### src/rtl/sram_bank_arbiter.sv
// Banked single-port SRAM controller. Two requesters (CPU and Wishbone loader)
// share N_BANKS macros through a round-robin arbiter and a four-state FSM:
// IDLE grants, ISSUE drives one macro for one cycle, WAIT covers the macro
// read latency, DONE pulses the granted ack (and err for out-of-range banks).
module sram_bank_arbiter #(
    parameter int unsigned N_BANKS = 4,
    parameter int unsigned BANK_AW = 10,
    parameter int unsigned DW      = 16,
    parameter int unsigned LANE_W  = 8,
    parameter int unsigned RD_LAT  = 1,
    localparam int unsigned NL     = DW / LANE_W,
    localparam int unsigned BW     = (N_BANKS > 1) ? $clog2(N_BANKS) : 1,
    localparam int unsigned AW     = BANK_AW + BW
) (
    input  logic                   clk,
    input  logic                   rst,
    // CPU port
    input  logic                   cpu_req,
    input  logic                   cpu_we,
    input  logic [AW-1:0]          cpu_addr,
    input  logic [DW-1:0]          cpu_wdata,
    input  logic [NL-1:0]          cpu_be,
    output logic                   cpu_ack,
    output logic [DW-1:0]          cpu_rdata,
    // Wishbone-side loader port
    input  logic                   wb_req,
    input  logic                   wb_we,
    input  logic [AW-1:0]          wb_addr,
    input  logic [DW-1:0]          wb_wdata,
    input  logic [NL-1:0]          wb_be,
    output logic                   wb_ack,
    output logic [DW-1:0]          wb_rdata,
    // SRAM macro pins
    output logic [N_BANKS-1:0]     mem_csb,
    output logic                   mem_web,
    output logic [NL-1:0]          mem_wmask,
    output logic [BANK_AW-1:0]     mem_addr,
    output logic [DW-1:0]          mem_din,
    input  logic [N_BANKS*DW-1:0]  mem_dout,
    // Status
    output logic                   busy,
    output logic                   err
);

    localparam int unsigned CntW = 3;
    localparam logic PortCpu = 1'b0;
    localparam logic PortWb  = 1'b1;

    typedef enum logic [1:0] {
        StIdle,
        StIssue,
        StWait,
        StDone
    } state_e;

    state_e state_q, state_d;
    logic [CntW-1:0] cnt_q, cnt_d;

    logic               last_grant_q;
    logic               cmd_port_q;
    logic               cmd_we_q;
    logic               cmd_oor_q;
    logic [BW-1:0]      cmd_bank_q;
    logic [BANK_AW-1:0] cmd_addr_q;
    logic [DW-1:0]      cmd_wdata_q;
    logic [NL-1:0]      cmd_be_q;
    logic [DW-1:0]      cpu_rdata_q;
    logic [DW-1:0]      wb_rdata_q;

    logic               req_any;
    logic               grant_wb;
    logic               sel_we;
    logic [AW-1:0]      sel_addr;
    logic [DW-1:0]      sel_wdata;
    logic [NL-1:0]      sel_be;
    logic [BW-1:0]      sel_bank;
    logic               sel_oor;
    logic [DW-1:0]      rd_word;
    logic               rd_last;

    // Arbitration: a lone requester wins; a tie goes to the port not granted last.
    always_comb begin
        req_any   = cpu_req | wb_req;
        grant_wb  = wb_req & (~cpu_req | (last_grant_q == PortCpu));
        sel_we    = grant_wb ? wb_we    : cpu_we;
        sel_addr  = grant_wb ? wb_addr  : cpu_addr;
        sel_wdata = grant_wb ? wb_wdata : cpu_wdata;
        sel_be    = grant_wb ? wb_be    : cpu_be;
        // With a single bank the bank field carries no information.
        sel_bank  = (N_BANKS == 1) ? '0 : sel_addr[AW-1:BANK_AW];
        sel_oor   = (N_BANKS > 1) && (32'(sel_bank) >= N_BANKS);
    end

    // Read data mux from the flattened macro outputs.
    always_comb begin
        rd_word = '0;
        for (int k = 0; k < N_BANKS; k++) begin
            if (cmd_bank_q == BW'(k)) begin
                rd_word = mem_dout[k*DW +: DW];
            end
        end
    end

    // FSM next state and read-latency counter.
    always_comb begin
        state_d = state_q;
        cnt_d   = cnt_q;
        rd_last = (cnt_q == CntW'(RD_LAT - 1));
        case (state_q)
            StIdle: begin
                if (req_any) begin
                    state_d = StIssue;
                end
            end
            StIssue: begin
                cnt_d   = '0;
                state_d = (cmd_we_q || cmd_oor_q) ? StDone : StWait;
            end
            StWait: begin
                if (rd_last) begin
                    state_d = StDone;
                end else begin
                    cnt_d = cnt_q + 1'b1;
                end
            end
            StDone: begin
                state_d = StIdle;
            end
            default: begin
                state_d = StIdle;
            end
        endcase
    end

    // FSM state register.
    always_ff @(posedge clk or posedge rst) begin
        if (rst) begin
            state_q <= StIdle;
            cnt_q   <= '0;
        end else begin
            state_q <= state_d;
            cnt_q   <= cnt_d;
        end
    end

    // Command register, loaded on every grant; last_grant follows it.
    always_ff @(posedge clk or posedge rst) begin
        if (rst) begin
            last_grant_q <= PortWb;
            cmd_port_q   <= PortCpu;
            cmd_we_q     <= 1'b0;
            cmd_oor_q    <= 1'b0;
            cmd_bank_q   <= '0;
            cmd_addr_q   <= '0;
            cmd_wdata_q  <= '0;
            cmd_be_q     <= '0;
        end else if (state_q == StIdle && req_any) begin
            last_grant_q <= grant_wb;
            cmd_port_q   <= grant_wb;
            cmd_we_q     <= sel_we;
            cmd_oor_q    <= sel_oor;
            cmd_bank_q   <= sel_bank;
            cmd_addr_q   <= sel_addr[BANK_AW-1:0];
            cmd_wdata_q  <= sel_wdata;
            cmd_be_q     <= sel_be;
        end
    end

    // Per-port read data: loaded on the last WAIT cycle, zeroed by an
    // out-of-range read, otherwise held.
    always_ff @(posedge clk or posedge rst) begin
        if (rst) begin
            cpu_rdata_q <= '0;
            wb_rdata_q  <= '0;
        end else if (state_q == StWait && rd_last) begin
            if (cmd_port_q == PortWb) begin
                wb_rdata_q <= rd_word;
            end else begin
                cpu_rdata_q <= rd_word;
            end
        end else if (state_q == StIssue && cmd_oor_q && !cmd_we_q) begin
            if (cmd_port_q == PortWb) begin
                wb_rdata_q <= '0;
            end else begin
                cpu_rdata_q <= '0;
            end
        end
    end

    // Macro pins: idle values everywhere except the ISSUE cycle of an in-range
    // access, so at most one csb is ever low and only for one cycle.
    always_comb begin
        mem_csb   = '1;
        mem_web   = 1'b1;
        mem_wmask = '0;
        mem_addr  = '0;
        mem_din   = '0;
        if (state_q == StIssue && !cmd_oor_q) begin
            mem_addr = cmd_addr_q;
            mem_din  = cmd_wdata_q;
            for (int k = 0; k < N_BANKS; k++) begin
                if (cmd_bank_q == BW'(k)) begin
                    mem_csb[k] = 1'b0;
                end
            end
            if (cmd_we_q) begin
                mem_web   = 1'b0;
                mem_wmask = cmd_be_q;
            end
        end
    end

    // Handshake and status outputs.
    always_comb begin
        cpu_ack   = (state_q == StDone) && (cmd_port_q == PortCpu);
        wb_ack    = (state_q == StDone) && (cmd_port_q == PortWb);
        err       = (state_q == StDone) && cmd_oor_q;
        busy      = (state_q != StIdle);
        cpu_rdata = cpu_rdata_q;
        wb_rdata  = wb_rdata_q;
    end

endmodule

### config.mk
export PLATFORM = sky130hd
export DESIGN_NAME = sram_bank_arbiter
export DESIGN_NICKNAME = d
export VERILOG_FILES = /design/src/rtl/sram_bank_arbiter.sv
export SDC_FILE = /design/constraint.sdc
export NUM_CORES = 1
export LEC_CHECK = 0
export BUFFER_PORTS_ARGS = -buffer_cell sky130_fd_sc_hd__buf_2
export CELL_PAD_IN_SITES_DETAIL_PLACEMENT = 0
export CELL_PAD_IN_SITES_GLOBAL_PLACEMENT = 2
export CORE_ASPECT_RATIO = 0.8
export CORE_MARGIN = 10
export CORE_UTILIZATION = 27
export CTS_CLUSTER_SIZE = 20
export DETAILED_ROUTE_END_ITERATION = 16
export PLACE_DENSITY_LB_ADDON = 0.1
export SLEW_MARGIN = 10
export SYNTH_ARGS = -nofsm -noshare
export SYNTH_HDL_FRONTEND = slang
export SYNTH_SLANG_ARGS = --single-unit
### constraint.sdc
create_clock -name clk -period 2.3 [get_ports clk]
set_clock_uncertainty 0.15 [all_clocks]
set_input_delay 0.115 -clock clk [delete_from_list [all_inputs] [get_ports clk]]
set_output_delay 0.115 -clock clk [all_outputs]
set_load 0.005 [all_outputs]
==> run metrics <==
max-cap violations 0; critical path type primary input to flip-flop; clock root buffer master clkbuf_16; # diodes 0; Post-synth EDFFs 0; Congestion Overflow GR 0; IO Count 199; post-synthesis async set-or-reset flop share 100.0%; Reg power frac 33.2%; Worst Path Required 2.35 ns; ANT nets after route 0; Clock power frac 21.8%; Storage cell area 1753 um^2; Primary FF master, synth dfrtp_1; Area contributors post-synth dfrtp_1 (47%), mux2_2 (10%), mux4_2 (9.2%); nets 703; placed cells 670; outcome completed; Starting Density 27.43%; H-tree depth 3; maximum vdd drop 404.7 uV; drt pass-1 iters 4; Comb power frac 45.0%; Avg Cell Area, Syn 12.18 um^2; Cell Rows 38; Yosys cell types 37; met3 wire length 1435 um; internal power 4.454 mW; Final Hold Vio Count 0; Vias 3278; CTS max path bufs 2; share of the synthesized area in the top cell type 46.78%; Area Overhead vs Synth 60.41%; Slew @ Worst Pin 0.7995 ns; Post-DP HPWL 9473 um; DRC Markers 0; Mapped Cells 303; Max Used Layer met4; Avg WL per Cell 16.29 um; clock sink count 70; Fill cells 1314; crit path capture type flip-flop; switching pwr 2.224 mW; clock slew at reported path FFs 0.05 ns; layout cells sized above 1 48.69%; Ys Warns 0; syn nets 440; Seq/Total Area, Yosys 47.49%; minimum clock period 2.173 ns; Setup TNS 0 ns; CP Launch Type primary input; CTS tree done; Max Freq 460.3 MHz; synthesized area 3691 um^2; CP max FO 29; worst skew pair latency 0.33 ns; DRT iter0 DRCs 107; I/O Buffers 197; number of global-route vias before repair 3584; Final Wtd Congestion 0.8474; routed wire length 12230 um; GR Util All Layers 12.86%; Setup Viol. Count Final 0; antenna violations before repair 0; Leakage Power 2.915 nW; Post-CTS Setup Inserts 0; Power Density 1128 nW/um^2; met2 wire len 5591 um; global-route wire length before repair 19110 um; Core Area 13460 um^2; #FFs+latches synth 70; die width 150.7 um; die area 18780 um^2; Hold Path Class primary input to flip-flop; RSZ-0062 raised after global routing false; TritonCTS buffer count 9; die height 124.6 um; Slew Viols, Final 0; area occupied by multi-input gates 1831 um^2; WP data arrival 2.23 ns; largest net degree at the start of global routing 61; DR vias/cell 4.365; Final period util 94.46%; met1 wire length 5070 um; post-synth top area cell dfrtp_1; sw frac 33.30%; non-filler cells in the finished layout 751; Max-slew headroom 46.70%
## worst paths after layout
| path | from | endpoint | slack, ns | cells after the start |
|---|---|---|---|---|
| worst min register to register | cmd_wdata_q[10] | cmd_wdata_q[10] | 0.32 | 2 |
| max in group asynchronous | rst | cpu_rdata[15] | 1.02 | 4 |
| worst max-delay path | cpu_req | cmd_bank_q[0] | 0.13 | 7 |
| worst min-delay path | wb_req | cmd_bank_q[1] | 0.02 | 4 |
| min in group asynchronous | rst | cmd_addr_q[2] | 0.23 | 3 |
| worst max register to register | state_q[0] | cpu_rdata[15] | 0.23 | 6 |
## through the flow
stage | worst slack (ns) | power [mW] | hold slack [ns] | cell area [um^2] | util [%]
2_1_floorplan | 0.2684 | 3.910 | 0.03497 | 3691 | -
3_3_place_gp | 0.1542 | 5.113 | 0.01844 | 4946 | 36.76
3_5_place_dp | 0.1124 | 5.170 | 0.02142 | 4946 | 36.76
4_1_cts | 0.07686 | 6.848 | 0.01460 | 5912 | 43.94
5_1_grt | 0.02742 | 7.247 | 0.03899 | 5921 | 44.00
6_report | 0.1273 | 6.678 | 0.02399 | 5921 | 44.00
## sequential cells by signal, summed over array words and instances (netlist names)
name,count
cpu_rdata,16
wb_rdata,16
cmd_bank_q,2
cnt_q,3
last_grant_q,1
cmd_addr_q,10
cmd_port_q,1
cmd_we_q,1
cmd_wdata_q,16
cmd_be_q,2
state_q,2
## kinds of logic (layout without fill, tap and decap cells)
kind of cell / after synthesis / after routing / share of synthesized area (%)
AOI/OAI and AO/OA: 43 / 43 / 6.644
muxes: 81 / 81 / 28.61
other: 1 / 1 / 0.1016
and+or+nand+nor: 75 / 75 / 11.12
adders and majority gates: 7 / 7 / 2.373
buffers and inverters: 26 / 294 / 3.661
DFF: 70 / 70 / 47.49
## worst max-delay path: stages
cell	delay, ns
dlygate4sd3_1	0.54
buf_2	0.17
a21boi_4	0.25
buf_12	0.26
mux2i_1	0.23
dlygate4sd3_1	0.58
o21ai_0	0.07
## layout make-up
cell class	instances	share of cell area [%]
tap	180	3.804
clock buffer	10	3.867
clock inverter	6	1.458
inverter	6	0.3804
sequential	70	29.61
timing repair buffer	272	29.97
multi-input combinational	207	30.92
## cells in the final DEF (no fill, tap or decap), types with 2 or more instances in the layout
cell type	n
and3_1	2
o21ai_1	7
dfrtp_1	69
nor3b_1	2
buf_2	197
a21oi_1	2
buf_4	5
nand3b_1	3
mux2i_1	32
clkbuf_16	9
mux2_2	33
o21ai_0	25
mux4_2	15
inv_1	5
bufinv_16	2
buf_12	5
dlygate4sd3_1	65
nand3_1	2
clkinv_2	2
ha_1	7
and2_1	27
nand2_1	32
## cell usage after synthesis (2+ instances only)
library cell	number
buf_4	5
nand2_1	32
clkbuf_1	10
o21ai_0	25
nand3_1	2
o21ai_1	8
and3_1	2
nor3b_1	2
a21oi_1	2
inv_1	6
nand3b_1	3
mux4_2	15
and2_1	27
buf_6	2
ha_1	7
mux2_2	33
mux2i_1	32
dfrtp_1	69
buf_2	3
## routing by layer
layer | vias to the layer above | track usage [%]
met3 | 12 | 6.645
met4 | 0 | 3.618
met1 | 1519 | 14.52
li1 | 1603 | -
met5 | - | 0
met2 | 144 | 20.73
## power groups by stage
stage                     logic, mW  registers [mW]  clock network, mW
after floorplan                1.76            2.15                  0
after global placement         2.90            2.21                  0
after detailed placement       2.92            2.25                  0
after CTS                      3.10            2.23               1.52
after global routing           3.36            2.31               1.57
final                          3.01            2.22               1.45
## timing repair
item | in CTS | in global routing
endpoints found under the setup margin | 0 | 16
endpoints found under the hold margin | 49 | 0
resized for setup | 0 | 1
hold buffers | 65 | 0
Note: power is estimated with default switching activity, not from simulation.
